`src/rtl/bcd_cnt60.sv`:
```
// -----------------------------------------------------------------------------
// bcd_cnt60
// Two-digit BCD modulo-((TENS_MAX+1)*10) counter. This is the seconds/minutes
// stage of the asynchronous counter chain. It counts up or down, supports a
// synchronous load, and produces a one-cycle terminal-count pulse and a
// divided clock for the next stage.
//
// Parameters:
//   TENS_MAX  highest tens digit (odd, <= 9); modulus = (TENS_MAX+1)*10
//
// Ports:
//   clk      in   counting clock (upstream clk0 in the chain)
//   rst      in   asynchronous reset, active-low
//   en       in   count enable
//   dir      in   1 = count up, 0 = count down
//   load     in   synchronous load request (has priority over en)
//   ld_ones  in   BCD ones digit to load
//   ld_tens  in   BCD tens digit to load
//   ones     out  ones digit, 0..9
//   tens     out  tens digit, 0..TENS_MAX
//   tc       out  terminal-count pulse, high in the cycle showing the wrapped value
//   err      out  invalid-load pulse; the count is held
//   clk1     out  divided clock, period = modulus cycles, 50% duty
// -----------------------------------------------------------------------------
module bcd_cnt60 #(
  parameter int TENS_MAX = 5
) (
  input  logic       clk,
  input  logic       rst,
  input  logic       en,
  input  logic       dir,
  input  logic       load,
  input  logic [3:0] ld_ones,
  input  logic [3:0] ld_tens,
  output logic [3:0] ones,
  output logic [3:0] tens,
  output logic       tc,
  output logic       err,
  output logic       clk1
);

  localparam logic [3:0] TENS_TOP  = 4'(TENS_MAX);
  localparam logic [3:0] TENS_HALF = 4'((TENS_MAX + 1) / 2);
  localparam logic [3:0] ONES_TOP  = 4'd9;

  logic [3:0] ones_reg, ones_next;
  logic [3:0] tens_reg, tens_next;
  logic       tc_reg, tc_next;
  logic       err_reg, err_next;
  logic       clk1_reg, clk1_next;
  logic       step;
  logic       ld_valid;

  assign ld_valid = (ld_ones <= ONES_TOP) && (ld_tens <= TENS_TOP);

  always_comb begin
    ones_next = ones_reg;
    tens_next = tens_reg;
    tc_next   = 1'b0;
    err_next  = 1'b0;
    clk1_next = clk1_reg;
    step      = 1'b0;

    if (load) begin
      if (ld_valid) begin
        ones_next = ld_ones;
        tens_next = ld_tens;
      end else begin
        err_next = 1'b1;
      end
    end else if (en) begin
      step = 1'b1;
      if (dir) begin
        if (ones_reg == ONES_TOP) begin
          ones_next = 4'd0;
          if (tens_reg == TENS_TOP) begin
            tens_next = 4'd0;
            tc_next   = 1'b1;
          end else begin
            tens_next = tens_reg + 4'd1;
          end
        end else begin
          ones_next = ones_reg + 4'd1;
        end
      end else begin
        if (ones_reg == 4'd0) begin
          ones_next = ONES_TOP;
          if (tens_reg == 4'd0) begin
            tens_next = TENS_TOP;
            tc_next   = 1'b1;
          end else begin
            tens_next = tens_reg - 4'd1;
          end
        end else begin
          ones_next = ones_reg - 4'd1;
        end
      end
    end

    // The divided clock is set on entry to 0:0 and cleared on entry to the
    // half-way value. Under continuous counting in either direction these two
    // points alternate, so clk1 toggles there; using explicit set/clear keeps
    // the phase correct after reset (clk1 = 0 at 00, first rise at the wrap)
    // and after a load has skipped one of the two points.
    if (step && (ones_next == 4'd0)) begin
      if (tens_next == 4'd0) begin
        clk1_next = 1'b1;
      end else if (tens_next == TENS_HALF) begin
        clk1_next = 1'b0;
      end
    end
  end

  always_ff @(posedge clk or negedge rst) begin
    if (!rst) begin
      ones_reg <= 4'd0;
      tens_reg <= 4'd0;
      tc_reg   <= 1'b0;
      err_reg  <= 1'b0;
      clk1_reg <= 1'b0;
    end else begin
      ones_reg <= ones_next;
      tens_reg <= tens_next;
      tc_reg   <= tc_next;
      err_reg  <= err_next;
      clk1_reg <= clk1_next;
    end
  end

  assign ones = ones_reg;
  assign tens = tens_reg;
  assign tc   = tc_reg;
  assign err  = err_reg;
  assign clk1 = clk1_reg;

endmodule

```
`config.mk`:
```
export PLATFORM = sky130hd
export DESIGN_NAME = bcd_cnt60
export DESIGN_NICKNAME = d
export VERILOG_FILES = /design/src/rtl/bcd_cnt60.sv
export SDC_FILE = /design/constraint.sdc
export NUM_CORES = 1
export LEC_CHECK = 0
export CORE_MARGIN = 2
export CORE_UTILIZATION = 30
export DETAILED_ROUTE_END_ITERATION = 8
export PLACE_DENSITY = 0.65
export SLEW_MARGIN = 5
export SYNTH_ARGS = -nofsm -noshare
export SYNTH_HDL_FRONTEND = slang
export SYNTH_SLANG_ARGS = --single-unit
```
`constraint.sdc`:
```
create_clock -name clk -period 5.84 [get_ports clk]
set_input_delay 1.46 -clock clk [delete_from_list [all_inputs] [get_ports clk]]
set_output_delay 1.46 -clock clk [all_outputs]
set_load 0.02 [all_outputs]
```
==> summary.md <==
| Metric | Value |
|---|---|
| Synthesized area | 1020 sq um |
| Synth top cells by count | dfrtp_1 (11), nor2_1 (10), inv_1 (8), nor3_1 (8), nand2_1 (7) |
| Rel. slew slack | ~66% |
| Synth Warn # | 0 |
| Placer congestion estimate | about 0.86 |
| Filler Cell Count | ~380 |
| Hold slack | between 0.5 and 0.6 ns |
| Post-synth EDFFs | 0 |
| Sink Count | 11 |
| Most common flop cell mapped by yosys | dfrtp_1 |
| Worst Setup Slack, final | 2.32 ns |
| Vias in the first global route | 985 |
| Combinational share of power | roughly 48% |
| Chip width | 62.4 um |
| Final WL | around 2800 um |
| Post-synthesis net count | 140 |
| Worst slew pin tran | 0.513 ns |
| Worst Hold Class | reg -> reg |
| Area leader, netlist | dfrtp_1 |
| PD cells | 282 nW/um^2 |
| Avg WL per Cell | 14.5 um |
| Register-to-register setup slack | around 3.5 ns |
| Clock Latency Late Sink | between 0.2 and 0.3 ns |
| Clk network pwr share | between 10% and 20% |
| Largest net degree at the start of global routing | 16 |
| P&R area growth vs syn | 26.7% |
| Vias per cell | roughly 5.6 |
| IO Count | 24 |
| Count of different cell masters after synthesis | 52 |
| Final count of pins violating max slew | 0 |
| Kind of critical path | in -> reg |
| Worst path arrival time | about 3.7 ns |
| Postcts setup bufs | 0 |
| Layout Utilization | roughly 40% |
| First-pass GRT wire length | ~4600 um |
| Pleak | ~0.5 nW |
| P_int | 203 uW |
| Clock tree from TritonCTS | built |
| Status | finished clean |
| Period utilization | between 60% and 70% |
| DRC violations left | 0 |
| Initial antenna violation count | 0 |
| Synth top area cells | dfrtp_1 (27%), nor3_1 (3.9%), ha_1 (3.7%) |
| Clock-pin slew on the worst setup and hold paths | 0.07 ns |
| Top cell type's share of synthesized area | a little over a quarter |
| Average size of a mapped cell | between 8 and 9 sq um |
| CP Capture Type | register |
| Die Ht | around 62 um |
| Placement Cell Area | roughly 1300 sq um |
| Port Buf Inserts | 23 |
| Final std cells w/o fill | 190 |
| Worst path slowest cell | clkdlybuf4s50_1 |
| Number of diodes | 0 |
| Synth Instances | roughly 120 |
| Fmax | roughly 0.28 GHz |
| Design Power | ~360 uW |
| All-Layer GR Usage | 14.5% |
| Post-layout min period | about 3.5 ns |
| Sequential power share | about two fifths |
| Setup crit start kind | primary input |
| Starting Density | between 30% and 40% |
| Half-perimeter wire length after placement | ~2100 um |
| CTS resizes | 0 |
| Die area | 3890 sq um |
| Crit path max fanout | 13 |
| Worst path cell trace | clkdlybuf4s50_1 -> or4_4 -> a21boi_1 -> a211oi_1 -> o21bai_1 -> o41ai_1 -> a2bb2oi_1 |
| Clock buffer count from CTS | 3 |
| Final Hold Fails | 0 |
| Post-placement cell count | 186 |
| Post-route setup TNS | 0 ns |
| RSZ-0062 raised after global routing | false |
| Count of hold-fix buffers inserted at cts | 0 |
| Std-Cell Core Area | approximately 3300 sq um |
| Register area share after synthesis | about 27% |
| Setup Skew | just over 0.003 ns |
| Switching share of power | between 40% and 50% |
| Final Setup Violations | 0 |
| Largest stage delay on the critical path | between 0.6 and 0.7 ns |
| Num rows | 21 |
| Worst Path Required | roughly 6.0 ns |
| Final instance area | about 1300 sq um |
| DR vias | 1,056 |
| GRT overflow | 0 |
| DR pass1 iterations | 5 |
| Sw Pwr | between 150 and 200 uW |
| Async set or reset register ratio after synthesis | 100% |
| Maximum buffer depth of the clock tree | 2 |
| Share of layout cells above drive strength 1 | 6.94% |
| Detail Route Antenna Nets | 0 |
| H-tree levels | 1 |
| Max-Cap Viols | 0 |
| Worst setup slack after placement | about 2.0 ns |
| Fin nets | between 150 and 200 |
| Clk root buf | clkbuf_4 |
| 1st-iter DRT viols | 44 |
| Peak VDD IR | around 0.18 mV |
| Register bit total from synthesis | 11 |
| Top-count cell post-synth | dfrtp_1 |
final timing paths:
kind | startpoint | endpoint | cells past startpoint
setup / recovery | dir | clk1$_DFFE_PN0P_ | 7
hold / removal | clk1$_DFFE_PN0P_ | clk1$_DFFE_PN0P_ | 2
setup reg to reg | ones[0]$_DFF_PN0_ | clk1$_DFFE_PN0P_ | 6
hold reg to reg | clk1$_DFFE_PN0P_ | clk1$_DFFE_PN0P_ | 2
max in group asynchronous | rst | ones[3]$_DFF_PN0_ | 1
min in group asynchronous | rst | clk1$_DFFE_PN0P_ | 1
worst max-delay path: cells and delay by family:
| family | cells | cell delay [ns] |
|---|---|---|
| AO/OA/AOI/OAI | 5 | 1.05 |
| buffers and inverters | 1 | 0.62 |
| AND/OR/NAND/NOR | 1 | 0.53 |
cell families (layout without fill, tap and decap cells):
| family | after synthesis | after routing | synth area share, % |
|---|---|---|---|
| flops | 11 | 11 | 26.9 |
| compound gates | 38 | 38 | 28.4 |
| simple gates | 54 | 54 | 31.2 |
| fa+ha+maj | 3 | 3 | 3.67 |
| buf+inv | 15 | 35 | 6.98 |
| xor+xnor | 2 | 2 | 1.71 |
| mux | 1 | 1 | 1.10 |
power by group through the flow:
stage                     combinational (mW)  sequential (mW)  clock, mW
after floorplan                        0.115            0.134          0
after global placement                 0.173            0.139          0
after detailed placement               0.174            0.141          0
after CTS                              0.175            0.139     0.0504
after global routing                   0.191            0.146     0.0553
final                                  0.175            0.140     0.0502
area by class of cell:
type	instances	area, sq um	area share, %
clock buffers	4	26.3	2.03
inverters	8	30.0	2.32
multi-input cells	98	676	52.2
flip-flops and latches	11	275	21.3
well taps	46	57.6	4.44
repair buffers	23	230	17.8
layer usage:
| layer | vias up | global-route usage, % | wire length [um] |
|---|---|---|---|
| li1 | 520 | - | - |
| met1 | 500 | 21.0 | 1300 |
| met2 | 32 | 23.0 | 1280 |
| met3 | 4 | 1.08 | 130 |
| met4 | 0 | 5.00 | 36 |
| met5 | - | 0 | 0 |
placed cells by master, fill, tap and decap left out, types with 2 or more instances in the layout:
cell type,instances
nor3b_1,2
o211ai_1,3
inv_1,8
a21oi_1,5
and3_1,2
a211oi_1,3
o221ai_1,2
ha_1,3
or3_1,2
nand3b_1,2
nor4_1,3
a311oi_1,2
clkdlybuf4s50_1,23
nor3_1,8
o21a_1,2
nand2b_1,2
nor2b_1,3
o21bai_1,2
nor2_1,10
dfrtp_1,11
a31oi_1,3
nand2_1,7
nand4_1,3
o21ai_0,2
nand3_1,2
nor4b_1,2
xor2_1,2
clkbuf_4,3
Power figures use the tool's default switching activity.
